### config.mk
export PLATFORM = sky130hd
export DESIGN_NAME = spi_req_arbiter
export DESIGN_NICKNAME = d
export VERILOG_FILES = /design/src/rtl/spi_arb_pkg.sv /design/src/rtl/spi_rr_arbiter.sv /design/src/rtl/spi_req_arbiter.sv
export SDC_FILE = /design/constraint.sdc
export NUM_CORES = 1
export LEC_CHECK = 0
export ABC_AREA = 1
export BUFFER_PORTS_ARGS = -buffer_cell sky130_fd_sc_hd__buf_2
export CAP_MARGIN = 20
export CORE_UTILIZATION = 31
export DETAILED_ROUTE_END_ITERATION = 8
export SLEW_MARGIN = 20
export SYNTH_ARGS = -nofsm -noshare
export SYNTH_HDL_FRONTEND = slang
export SYNTH_SLANG_ARGS = --single-unit
### constraint.sdc
create_clock -name clk -period 2 [get_ports clk]
set_clock_uncertainty 0.15 [all_clocks]
set_input_delay 0.4 -clock clk [delete_from_list [all_inputs] [get_ports clk]]
set_output_delay 0.4 -clock clk [all_outputs]
set_load 0.01 [all_outputs]
### src/rtl/spi_arb_pkg.sv
// Shared types and widths for the SPI requester arbiter.
package spi_arb_pkg;
  localparam int DATA_W = 8;
  localparam int SS_W   = 2;

  typedef enum logic [1:0] {
    ST_IDLE,
    ST_ISSUE,
    ST_WAIT,
    ST_RESP
  } state_t;

  function automatic int idx_w(input int n);
    return (n > 1) ? $clog2(n) : 1;
  endfunction
endpackage

### src/rtl/spi_rr_arbiter.sv
// Combinational round-robin pick: first valid index at or above ptr, wrapping to 0.
// Zero latency; no flow control of its own.
module spi_rr_arbiter
  import spi_arb_pkg::*;
#(
  parameter int NREQ = 2
) (
  input  logic [NREQ-1:0]          valid,
  input  logic [idx_w(NREQ)-1:0]   ptr,
  output logic [idx_w(NREQ)-1:0]   winner,
  output logic                     any_valid
);
  localparam int IDW = idx_w(NREQ);

  always_comb begin
    int               idx;
    logic [IDW-1:0]   cand;
    idx       = 0;
    cand      = '0;
    winner    = '0;
    any_valid = 1'b0;
    for (int k = 0; k < NREQ; k++) begin
      idx = int'(ptr) + k;
      if (idx >= NREQ) idx = idx - NREQ;
      cand = IDW'(idx);
      if (!any_valid && valid[cand]) begin
        winner    = cand;
        any_valid = 1'b1;
      end
    end
  end
endmodule

### src/rtl/spi_req_arbiter.sv
// Shares one SPI master among NREQ requesters (round-robin); strobe one cycle after grant, response one cycle after m_ready.
// m_xmitfull stalls grants; requesters hold until req_ready. SPI_ARB_TIMEOUT_EN adds a WAIT timeout (rsp_err).
module spi_req_arbiter
  import spi_arb_pkg::*;
#(
  parameter int NREQ        = 2,
  parameter int TIMEOUT_CYC = 1023
) (
  input  logic                          clk,
  input  logic                          rst,
  input  logic [NREQ-1:0]               req_valid,
  input  logic [NREQ-1:0][DATA_W-1:0]   req_data,
  input  logic [NREQ-1:0][SS_W-1:0]     req_ss,
  output logic [NREQ-1:0]               req_ready,
  output logic [NREQ-1:0]               rsp_valid,
  output logic [DATA_W-1:0]             rsp_data,
  output logic                          rsp_err,
  output logic [DATA_W-1:0]             m_toXmit,
  output logic                          m_strobe,
  output logic [SS_W-1:0]               m_ss,
  input  logic [DATA_W-1:0]             m_rcvd,
  input  logic                          m_ready,
  input  logic                          m_xmitfull,
  input  logic                          m_busy,
  output logic [idx_w(NREQ)-1:0]        grant_id,
  output logic                          arb_busy
);
  localparam int IDW = idx_w(NREQ);

  state_t         state, state_nxt;
  logic [IDW-1:0] rr_ptr;
  logic [IDW-1:0] win;
  logic           any_vld;
  logic           grant_fire;
  logic           timeout_hit;

  spi_rr_arbiter #(.NREQ(NREQ)) u_rr (
    .valid     (req_valid),
    .ptr       (rr_ptr),
    .winner    (win),
    .any_valid (any_vld)
  );

  // req_ready is combinational from IDLE, so it is masked while reset is held.
  always_comb begin
    state_nxt  = state;
    grant_fire = 1'b0;
    req_ready  = '0;
    case (state)
      ST_IDLE: begin
        if (!rst && any_vld && !m_xmitfull) begin
          grant_fire     = 1'b1;
          req_ready[win] = 1'b1;
          state_nxt      = ST_ISSUE;
        end
      end
      ST_ISSUE: state_nxt = ST_WAIT;
      ST_WAIT:  if (m_ready || timeout_hit) state_nxt = ST_RESP;
      ST_RESP:  state_nxt = ST_IDLE;
      default:  state_nxt = ST_IDLE;
    endcase
  end

  always_comb begin
    rsp_valid = '0;
    for (int i = 0; i < NREQ; i++) begin
      rsp_valid[i] = (state == ST_RESP) && (grant_id == IDW'(i));
    end
  end

  assign m_strobe = (state == ST_ISSUE);
  assign arb_busy = (state != ST_IDLE);

  always_ff @(posedge clk or posedge rst) begin
    if (rst) begin
      state    <= ST_IDLE;
      rr_ptr   <= '0;
      grant_id <= '0;
      m_toXmit <= '0;
      m_ss     <= '0;
      rsp_data <= '0;
    end else begin
      state <= state_nxt;
      if (grant_fire) begin
        grant_id <= win;
        m_toXmit <= req_data[win];
        m_ss     <= req_ss[win];
      end
      if (state == ST_WAIT && m_ready) begin
        rsp_data <= m_rcvd;
      end else if (timeout_hit) begin
        rsp_data <= '0;
      end
      if (state == ST_RESP) begin
        rr_ptr <= (grant_id == IDW'(NREQ - 1)) ? '0 : grant_id + IDW'(1);
      end
    end
  end

`ifdef SPI_ARB_TIMEOUT_EN
  localparam int CW = $clog2(TIMEOUT_CYC + 1);
  logic [CW-1:0] to_cnt;
  logic          err_q;
  logic          unused_ok;

  // m_ready in the final counted cycle wins over the timeout.
  assign timeout_hit = (state == ST_WAIT) && !m_ready && (to_cnt == CW'(TIMEOUT_CYC - 1));

  always_ff @(posedge clk or posedge rst) begin
    if (rst) begin
      to_cnt <= '0;
      err_q  <= 1'b0;
    end else begin
      if (state == ST_WAIT && !m_ready && !timeout_hit) to_cnt <= to_cnt + CW'(1);
      else                                             to_cnt <= '0;
      if (state == ST_WAIT && m_ready) err_q <= 1'b0;
      else if (timeout_hit)            err_q <= 1'b1;
    end
  end

  assign rsp_err   = (state == ST_RESP) && err_q;
  assign unused_ok = m_busy;
`else
  logic unused_ok;
  assign timeout_hit = 1'b0;
  assign rsp_err     = 1'b0;
  assign unused_ok   = m_busy ^ (TIMEOUT_CYC == 0);
`endif
endmodule

==> summary.txt <==
Status: finished clean
First-pass GRT wire length: 4350 µm
CP Cell Sequence: inv_2 -> ha_4 -> nand3_4 -> a21oi_2 -> buf_2
Clock Latency Late Sink: 250 ps
CP Capture Type: output port
Vias: 1059
Post-Place Worst Slack: 300 ps
Area grow syn2layout: 38.2%
Highest fanout seen on the critical path: 7
Chip Width: 62.9 µm
Fin. max-slew vios: 0
Slowest cell on crit path: dfrtp_1
Total grt overflow: 0
Vias per cell: 4.27
Gp weighted congestion: 0.705
Worst IR drop on VDD: 0.582 mV
Drt wl/cell: 9.94 µm
# DRC: 0
# hold bufs at CTS: 0
Die height: 62.9 µm
Initial antenna violation count: 0
Max-cap violations: 0
Synth top area share: 0.479
Syn Inst Count: 137
Detail Route Antenna Nets: 0
LEAKAGE: 0.945 nW
Die ar.: 3960 µm²
Kind of critical path: reg -> out
Reg2reg setup slack: 490 ps
Share of power burned in the clock network: 0.149
Synth Area per Inst: 8.39 µm²
Fin nets: 243
Register bit total from synthesis: 22
Final hold vios: 0
Sw Pwr: 0.773 mW
Vias in the first global route: 1007
CTS tree: done
GRT Overall Usage: 0.137
Switching Share: 0.370
# diodes: 0
Row count: 21
Worst-path clk slew: 70 ps
Fmax: 537 MHz
Initial DRC count: 47
TritonCTS Buffers: 3
Final WS setup: 138 ps
Seq pwr share: 0.380
Total Wirelength: 2470 µm
Clock root buffer: clkbuf_8
Leading post-synthesis cells by cell area: dfrtp_1, nand2_1, mux2_2, ha_1, nand3_1
Mapped cell area: 1150 µm²
Buf+Inv Stages, Crit Path: 2
# fillers: 350
Required time of the critical path: 1450 ps
Post-layout minimum cycle time: 1860 ps
Type of origin of the critical path: flip-flop
RSZ-0062 raised after global routing: false
Combinational group share of total power: 0.471
Starting Density: 0.334
Internal power: 1.32 mW
Largest net degree at the start of global routing: 23
CTS max path bufs: 2
YS warnings: 0
Mapped Nets: 177
Pwr Total: 2.09 mW
Worst path max stage delay: 430 ps
Htree depth: 1
Post-synthesis sequential area ratio: 0.479
Crit path DAT: 1310 ps
Setup TNS: 0 ps
Finish-stage setup viols: 0
Initial DRT Pass Iterations: 4
Leading area contributor after synthesis: dfrtp_1
Dpl hpwl: 1880 µm
Worst hold path type: in -> async
Final core occ: 0.462
Num Clock Sinks: 22
Yosys cell types: 19
PwrDens: 1310 nW/µm²
Core area: 3440 µm²
Io pins: 61
Crit-path leading delay family: flip-flops
I/O Buffers: 58
Layout cells sized above 1: 0.441
Period utilization: 0.931
==> layer usage <==
metal,part of all wire,track usage
met1,0.49,0.191
met2,0.43,0.206
met3,0.069,0.0292
met4,0.0049,0.0523
met5,0,0
==> cells in the mapped netlist (all sizes together) <==
master / instances
nand2: 65
dfrtp: 22
nand3: 13
inv: 12
mux2: 8
buf: 5
ha: 5
nor2: 2
o21ai: 2
a21oi: 1
conb: 1
or2: 1
==> timing repair <==
action,in CTS,in global routing
setup buffers,0,3
setup endpoints to repair,0,2
gates resized for setup,0,4
==> state kept, by name, summed over array words and instances, names as in the netlist <==
register,flops
m_toXmit,8
rsp_data,8
rr_ptr,1
grant_id,1
state,2
m_ss,2
==> final timing paths <==
check                           cells past startpoint         from           end
worst min register to register                      2  m_toXmit[1]   m_toXmit[1]
worst max register to register                      4     state[0]   rsp_data[1]
max in group asynchronous                           3          rst      state[1]
worst max-delay path                                5     state[1]  req_ready[0]
min in group clk                                    2    m_rcvd[4]   rsp_data[4]
worst min-delay path                                3          rst        rr_ptr
==> through the flow <==
| stage | std cells | hold WS (ps) | area (µm²) |
|---|---|---|---|
| 2_1_floorplan | 137 | 239 | 1150 |
| 3_3_place_gp | 241 | 308 | 1500 |
| 3_5_place_dp | 241 | 312 | 1500 |
| 4_1_cts | 245 | 34.4 | 1550 |
| 5_1_grt | 248 | 51.5 | 1590 |
| 6_report | 248 | 29.5 | 1590 |
==> cell usage in the layout (no fill, tap or decap), drive strengths merged <==
master	synthesis	routed
nand2	65	65
inv	12	12
nand3	13	13
mux2	8	8
a21oi	1	1
nor2	2	2
or2	1	1
buf	5	66
dfrtp	22	22
ha	5	5
clkbuf	0	4
o21ai	2	2
conb	1	1
==> tightest hold or removal path: stages <==
cell	delay, ps
buf_2	110
inv_1	40
buf_4	280
==> power groups by stage <==
| stage | Clock, mW | Sequential (mW) | Combinational (mW) |
|---|---|---|---|
| after global placement | 0 | 0.795 | 0.925 |
| after CTS | 0.327 | 0.794 | 0.930 |
| after global routing | 0.344 | 0.818 | 1.12 |
| after detailed placement | 0 | 0.803 | 0.926 |
| after floorplan | 0 | 0.881 | 0.497 |
| final | 0.310 | 0.794 | 0.983 |
==> kinds of logic after synthesis <==
| logic type | Yosys count | synth area share |
|---|---|---|
| AO/OA/AOI/OAI | 3 | 0.0163 |
| adder cells (fa/ha/maj) | 5 | 0.0544 |
| buffers and inverters | 17 | 0.0707 |
| flip-flops | 22 | 0.479 |
| multiplexers | 8 | 0.0783 |
| other | 1 | 0.00326 |
| AND/OR/NAND/NOR | 81 | 0.298 |
==> final cells by class <==
class / count / area (µm²) / share of cell area
inverter: 12 / 45.0 / 0.0283
sequential: 22 / 551 / 0.346
timing repair buffer: 66 / 350 / 0.220
clock buffer: 4 / 55.1 / 0.0346
multi-input combinational: 98 / 531 / 0.334
tap: 46 / 57.6 / 0.0362
Note: power is estimated with default switching activity, not from simulation.
